File: config.mk
export PLATFORM = sky130hd
export DESIGN_NAME = display_scanner
export DESIGN_NICKNAME = d
export VERILOG_FILES = /design/src/rtl/display_pkg.sv /design/src/rtl/scan_prescaler.sv /design/src/rtl/display_scanner.sv
export SDC_FILE = /design/constraint.sdc
export NUM_CORES = 1
export LEC_CHECK = 0
export ABC_AREA = 1
export ABC_CLOCK_PERIOD_IN_PS = 3160
export CORE_UTILIZATION = 31
export CTS_CLUSTER_DIAMETER = 60
export DETAILED_ROUTE_END_ITERATION = 16
export DONT_BUFFER_PORTS = 1
export GPL_ROUTABILITY_DRIVEN = 0
export GPL_TIMING_DRIVEN = 0
export PLACE_DENSITY_LB_ADDON = 0.15
export RECOVER_POWER = 25
export REMOVE_ABC_BUFFERS = 1
export SKIP_LAST_GASP = 1
export SLEW_MARGIN = 20
export SYNTH_ARGS = -nofsm -noshare
export SYNTH_HDL_FRONTEND = slang
export SYNTH_SLANG_ARGS = --single-unit
File: constraint.sdc
create_clock -name Clock -period 3.16 [get_ports Clock]
set_input_delay 0.632 -clock Clock [delete_from_list [all_inputs] [get_ports Clock]]
set_output_delay 0.632 -clock Clock [all_outputs]
set_load 0.01 [all_outputs]
File: src/rtl/display_pkg.sv
// Shared types and helpers for the seven-segment scan controller.
package display_pkg;

    typedef enum logic [1:0] {
        ST_OFF   = 2'd0,
        ST_BLANK = 2'd1,
        ST_DRIVE = 2'd2
    } state_t;

    // Widest supported display; narrower instances slice these.
    localparam int unsigned MAX_DIG = 8;
    localparam int unsigned MAX_W   = 4 * MAX_DIG;

    // All digit selects released (active-low).
    localparam logic [MAX_DIG-1:0] DIG_OFF = '1;

    // Bit i set when digit i is a leading zero: i != 0 and every nibble j >= i is zero.
    function automatic logic [MAX_DIG-1:0] lz_mask(input logic [MAX_W-1:0] dsp);
        logic [MAX_DIG-1:0] m;
        logic               zero_above;
        m          = '0;
        zero_above = 1'b1;
        for (int i = MAX_DIG - 1; i >= 0; i--) begin
            zero_above = zero_above && (dsp[4*i +: 4] == 4'h0);
            m[i]       = (i != 0) && zero_above;
        end
        return m;
    endfunction

endpackage

File: src/rtl/scan_prescaler.sv
// Per-slot cycle counter; Tick marks the last drive cycle of a slot.
module scan_prescaler #(
    parameter int unsigned PRESCALE = 50000
) (
    input  logic Clock,
    input  logic Reset,
    input  logic Clear,
    input  logic Run,
    output logic Tick
);

    localparam int unsigned CW = (PRESCALE > 1) ? $clog2(PRESCALE) : 1;

    logic [CW-1:0] cnt;

    assign Tick = Run && (cnt == CW'(PRESCALE - 1));

    // Count while running, wrap at PRESCALE-1, synchronous clear wins.
    always_ff @(posedge Clock or posedge Reset) begin
        if (Reset) begin
            cnt <= '0;
        end else if (Clear) begin
            cnt <= '0;
        end else if (Run) begin
            cnt <= Tick ? '0 : cnt + 1'b1;
        end
    end

endmodule

File: src/rtl/display_scanner.sv
// Time-multiplexed scan controller for a common-anode seven-segment display.
module display_scanner
    import display_pkg::*;
#(
    parameter int unsigned NDIG     = 4,
    parameter int unsigned PRESCALE = 50000,
    parameter bit          BLANK_LZ = 1'b1
) (
    input  logic              Clock,
    input  logic              Reset,
    input  logic              Enable,
    input  logic              Load,
    input  logic [4*NDIG-1:0] Data,
    output logic [3:0]        Val,
    output logic              IDLE,
    output logic [NDIG-1:0]   Dig,
    output logic              Pending
);

    localparam int unsigned IW = $clog2(NDIG);

    state_t            state_q, state_d;
    logic [IW-1:0]     idx_q, idx_d;
    logic [4*NDIG-1:0] shd_q, shd_d;
    logic [4*NDIG-1:0] dsp_q, dsp_d;
    logic              pend_d;
    logic              tick;
    logic              wrap;
    logic              last;
    logic              commit;
    logic [MAX_W-1:0]  dsp_pad;
    logic [MAX_DIG-1:0] lz_vec;
    logic [NDIG-1:0]   dig_d;
    logic [3:0]        val_d;
    logic              idle_d;

    // Counter only runs in DRIVE; anything else (including a drop of Enable) zeroes it.
    scan_prescaler #(
        .PRESCALE (PRESCALE)
    ) u_prescaler (
        .Clock (Clock),
        .Reset (Reset),
        .Clear ((state_q != ST_DRIVE) || !Enable),
        .Run   ((state_q == ST_DRIVE) && Enable),
        .Tick  (tick)
    );

    // State register.
    always_ff @(posedge Clock or posedge Reset) begin
        if (Reset) begin
            state_q <= ST_OFF;
        end else begin
            state_q <= state_d;
        end
    end

    // Next-state logic; a low Enable overrides every other transition.
    always_comb begin
        state_d = state_q;
        unique case (state_q)
            ST_OFF:   if (Enable) state_d = ST_BLANK;
            ST_BLANK: state_d = Enable ? ST_DRIVE : ST_OFF;
            ST_DRIVE: begin
                if (!Enable) begin
                    state_d = ST_OFF;
                end else if (tick) begin
                    state_d = ST_BLANK;
                end
            end
            default:  state_d = ST_OFF;
        endcase
    end

    // Digit index and the shadow/display commit path.
    always_comb begin
        wrap   = (state_q == ST_DRIVE) && tick;
        last   = (idx_q == IW'(NDIG - 1));
        commit = (state_q == ST_OFF) || (wrap && last);

        idx_d = idx_q;
        if (state_d == ST_OFF) begin
            idx_d = '0;
        end else if (wrap) begin
            idx_d = last ? '0 : idx_q + 1'b1;
        end

        shd_d  = shd_q;
        dsp_d  = dsp_q;
        pend_d = Pending;
        if (commit) begin
            // A load on a commit cycle bypasses into dsp; shd tracks it so OFF keeps it.
            dsp_d  = Load ? Data : shd_q;
            shd_d  = Load ? Data : shd_q;
            pend_d = 1'b0;
        end else if (Load) begin
            shd_d  = Data;
            pend_d = 1'b1;
        end
    end

    // Output decode from the state being entered, so outputs can be registered.
    always_comb begin
        dsp_pad               = '0;
        dsp_pad[4*NDIG-1:0]   = dsp_d;
        lz_vec                = lz_mask(dsp_pad);
        dig_d                 = DIG_OFF[NDIG-1:0];
        val_d                 = 4'h0;
        idle_d                = 1'b1;
        if (state_d == ST_DRIVE) begin
            dig_d[idx_d] = 1'b0;
            val_d        = dsp_d[{idx_d, 2'b00} +: 4];
            idle_d       = BLANK_LZ && lz_vec[idx_d];
        end
    end

    // Datapath and registered outputs.
    always_ff @(posedge Clock or posedge Reset) begin
        if (Reset) begin
            idx_q   <= '0;
            shd_q   <= '0;
            dsp_q   <= '0;
            Pending <= 1'b0;
            Val     <= 4'h0;
            IDLE    <= 1'b1;
            Dig     <= DIG_OFF[NDIG-1:0];
        end else begin
            idx_q   <= idx_d;
            shd_q   <= shd_d;
            dsp_q   <= dsp_d;
            Pending <= pend_d;
            Val     <= val_d;
            IDLE    <= idle_d;
            Dig     <= dig_d;
        end
    end

endmodule
==> metrics list <==
* Result of the run: completed
- Type of element capturing the critical path: flop
- Setup violations remaining at the end of the flow were counted as 0.
- Leakage power: 1.47 nW
- Post-route clock period utilization: 78.9%
- The path class of the tightest hold or removal check is input port to asynchronous set/reset pin.
- The die covers 9350 um^2.
- The biggest area contributor in the post-synthesis netlist is sky130_fd_sc_hd__dfrtp_1.
* Fraction of met2 tracks used by global routing: 20.3%
- The tree is rooted in a sky130_fd_sc_hd__clkbuf_8.
- After clock tree synthesis, the clock-pin slew on the worst setup and hold paths is 0.08 ns.
* Capture point of the worst reg-to-reg path: Val[3]$_DFF_PP0_
- Ranked by total cell area, the synthesized netlist is headed by sky130_fd_sc_hd__dfrtp_1 (51%), sky130_fd_sc_hd__nand2_1 (14%), sky130_fd_sc_hd__dfstp_2 (4.7%).
* CTS sink count: 62
* CTS H-tree lvls: 3
* Asr flop ratio synth: 100%
- Unrepaired setup endpoints after global routing: no
- Area of the placeable core: 8720 um^2
* Maximum buffer depth of the clock tree: 2
* Cell with the most instances after synthesis: sky130_fd_sc_hd__nand2_1
* Placed cell area: 2890 um^2
- For this run, the leading register cell type out of synthesis is sky130_fd_sc_hd__dfrtp_1.
- For this configuration, the core starts out at a cell density of 31.9%.
- Measured in cells, the most critical reg-to-reg path has a length of 12.
* Number of buffers inserted to repair setup after CTS: 0
* Post-synth EDFFs: 0
* Clock insertion delay at the later pin of the skew report: 0.34 ns
- Setup crit start: u_prescaler.cnt[0]$_DFF_PP0_
* Number of core rows: 34
* Layout-stage area growth over the synthesis result: 11.3%
* Final antenna diode count: 0
- Of all nets on the critical path, the largest fanout is 22.
- Dividing the synthesized area by the synthesized cell count gives 8.55 um^2.
- The die is 96.7 um wide.
- Number of instances in the synthesized netlist: 325
- In this run the critical register-to-register path is launched from u_prescaler.cnt[0]$_DFF_PP0_.
* Resized cells post-CTS: 0
* Worst setup SP type: flop
- Global routing used 13.5% of the available tracks.
- The first global-routing pass estimated 9.92 mm of wire.
* Top post-synthesis cells by count: sky130_fd_sc_hd__nand2_1 (106), sky130_fd_sc_hd__dfrtp_1 (57), sky130_fd_sc_hd__inv_1 (32), sky130_fd_sc_hd__nor2_1 (32), sky130_fd_sc_hd__nand3_1 (21)
- Required time of the critical path: 3.38 ns
- Hold buffers post-CTS: 0
- CTS buffer count: 9
- The mapped netlist covers 2780 um^2.
* Area fraction of the dominant cell type after synthesis: 51.3%
- The wire-length estimate of the detail-placed layout is 4.04 mm.
- Via count of the first global-routing pass: 1977
- After synthesis, flip-flops and latches occupy 56.0% of the total area.
- Maximum clock rate: 401 MHz
- Count of boundary I/O pins: 30
- Vias per std cell: 4.51
- Entering global routing, the biggest net connects 47 pins.
* Final routed DRC violation total: 0
- Before antenna repair, the detailed router went through 4 iterations.
- Warnings from Yosys: 0
* Max_cap viols: 0
* Total global routing overflow: 0
* Proportion of layout cells with a drive suffix above 1: 13.2%
- met2 is the most crowded layer.
* Area of all placed cells without fillers: 3100 um^2
* Number of pins with negative max-slew slack in the final report: 0
- Arrival time worst endpoint: 2.71 ns
* CP Class: flop to flop
* Number of antenna violations at the first check in global routing: 0
- Slew @ Worst Pin: 0.834 ns
* CTS tree: done
* Final WL: 5.66 mm
* Number of violations reported at the end of detailed-routing iteration 0: 114
- Across all hold checks on the routed design, the worst slack comes to 0.281 ns.
- For this run, the post-layout net count is 351.
- Following the worst setup path forward leads to its endpoint at Val[3]$_DFF_PP0_.
- Routed length per placed instance: 12.8 um
- The number of failing hold endpoints at the final stage was 0.
* Flip-flop and latch count after synthesis: 62
* Antenna-violating nets left: 0
- The synthesized netlist contains 36 unique library cells.
- For met1 alone, demand over resource in global routing was 18.1%.
- In this run the register-to-register setup slack is 0.67 ns.
- From bottom edge to top edge, the die measures 96.7 um.
* Slew margin rel.: 44.1%
* IO Port Bufs: 0
- Final TNS setup: 0 ns
- On the final layout, the worst clock skew is 0.0109 ns.
- Largest voltage drop on the vdd net: 0.376 mV
* Final Critical Period: 2.49 ns
- Dividing total power by cell area gives a power density of 601 nW/um^2.
- The routed layout has 1995 vias.
- Global routing consumed, on the met3 layer, 4.05% of the routing resources.
-- metrics by stage --
stage               setup WS, ns  utilization, %  total power [mW]  cells
floorplan                  0.995               -              1.10    317
global placement           0.232            32.8              1.16    425
detailed placement         0.596            33.1              1.17    426
CTS                        0.583            35.5              1.90    442
global route               0.322            35.5              1.98    442
finish                     0.668            35.5              1.86    442
-- state kept, by name (all words and copies together) (netlist names) --
signal,cells
Val,4
Pending,1
u_prescaler.cnt,16
idx_q,2
IDLE,1
state_q,2
Dig,4
shd_q,16
dsp_q,16
-- placed cells by master (no fill, tap or decap), types with 3 or more instances in the layout --
| cell type | n |
|---|---|
| sky130_fd_sc_hd__nor2_2 | 3 |
| sky130_fd_sc_hd__or2_2 | 5 |
| sky130_fd_sc_hd__nor3_1 | 4 |
| sky130_fd_sc_hd__and3_1 | 3 |
| sky130_fd_sc_hd__inv_2 | 3 |
| sky130_fd_sc_hd__o21ai_2 | 3 |
| sky130_fd_sc_hd__o21ai_0 | 11 |
| sky130_fd_sc_hd__clkbuf_8 | 10 |
| sky130_fd_sc_hd__nor2_1 | 32 |
| sky130_fd_sc_hd__nand2_1 | 106 |
| sky130_fd_sc_hd__nand3_1 | 21 |
| sky130_fd_sc_hd__o21ai_1 | 3 |
| sky130_fd_sc_hd__dfstp_2 | 5 |
| sky130_fd_sc_hd__a21oi_1 | 8 |
| sky130_fd_sc_hd__dfrtp_1 | 57 |
| sky130_fd_sc_hd__inv_1 | 31 |
| sky130_fd_sc_hd__clkinvlp_4 | 3 |
-- critical path, cell delays in order, from the launching register on --
cell                      delay, ns
sky130_fd_sc_hd__dfrtp_1       0.37
sky130_fd_sc_hd__ha_1          0.19
sky130_fd_sc_hd__nand3_1       0.15
sky130_fd_sc_hd__nor2_2        0.22
sky130_fd_sc_hd__nand4_2       0.34
sky130_fd_sc_hd__nand2_2       0.47
sky130_fd_sc_hd__nand2_1       0.11
sky130_fd_sc_hd__o21ai_0       0.13
sky130_fd_sc_hd__inv_1         0.10
sky130_fd_sc_hd__nand2_1       0.07
sky130_fd_sc_hd__nand2_1       0.05
sky130_fd_sc_hd__nor2_1        0.09
sky130_fd_sc_hd__nor2_1        0.06
-- routing by layer --
layer  share of wire, %  vias to the layer above
met2                 46                       30
met5                  0                        -
met3                3.9                        6
met1                 49                      936
met4                1.2                        0
li1                   -                     1023
-- where the power goes --
group	leakage [nW]	switching, mW	internal, mW
sequential	0.778	0.0330	0.878
combinational	0.598	0.163	0.0692
clock	0.0951	0.328	0.389
-- worst min-delay path by stage --
| stage | slack, ns | depth (start not counted) | endpoint | from |
|---|---|---|---|---|
| 4_1_cts | 0.08 | 1 | shd_q[4]$_DFF_PP0_ | Reset |
| 6_report | 0.28 | 1 | shd_q[4]$_DFF_PP0_ | Reset |
| 5_1_grt | 0.32 | 1 | shd_q[4]$_DFF_PP0_ | Reset |
| 2_1_floorplan | 0.43 | 1 | u_prescaler.cnt[0]$_DFF_PP0_ | u_prescaler.cnt[0]$_DFF_PP0_ |
| 3_5_place_dp | 0.45 | 1 | state_q[0]$_DFF_PP0_ | state_q[1]$_DFF_PP0_ |
| 3_3_place_gp | 0.44 | 1 | u_prescaler.cnt[0]$_DFF_PP0_ | u_prescaler.cnt[0]$_DFF_PP0_ |
-- cells by family (layout without fill, tap and decap cells) --
group	after synthesis	after routing	share of synthesized area, %
AOI/OAI and AO/OA	31	31	6.75
DFF	62	62	56.0
buffers and inverters	45	54	7.02
adders and majority gates	2	2	0.900
xor gates and xnor gates	4	4	1.26
and+or+nand+nor	181	181	28.0
-- final cells by class --
class | count | area [um^2]
Inverter | 37 | 140
Sequential cell | 62 | 1560
Timing Repair Buffer | 1 | 27.5
Clock buffer | 10 | 138
Multi-Input combinational cell | 218 | 1030
Fill cell | 900 | 5630
Clock inverter | 6 | 70.1
Tap cell | 108 | 135
Power figures use the tool's default switching activity.
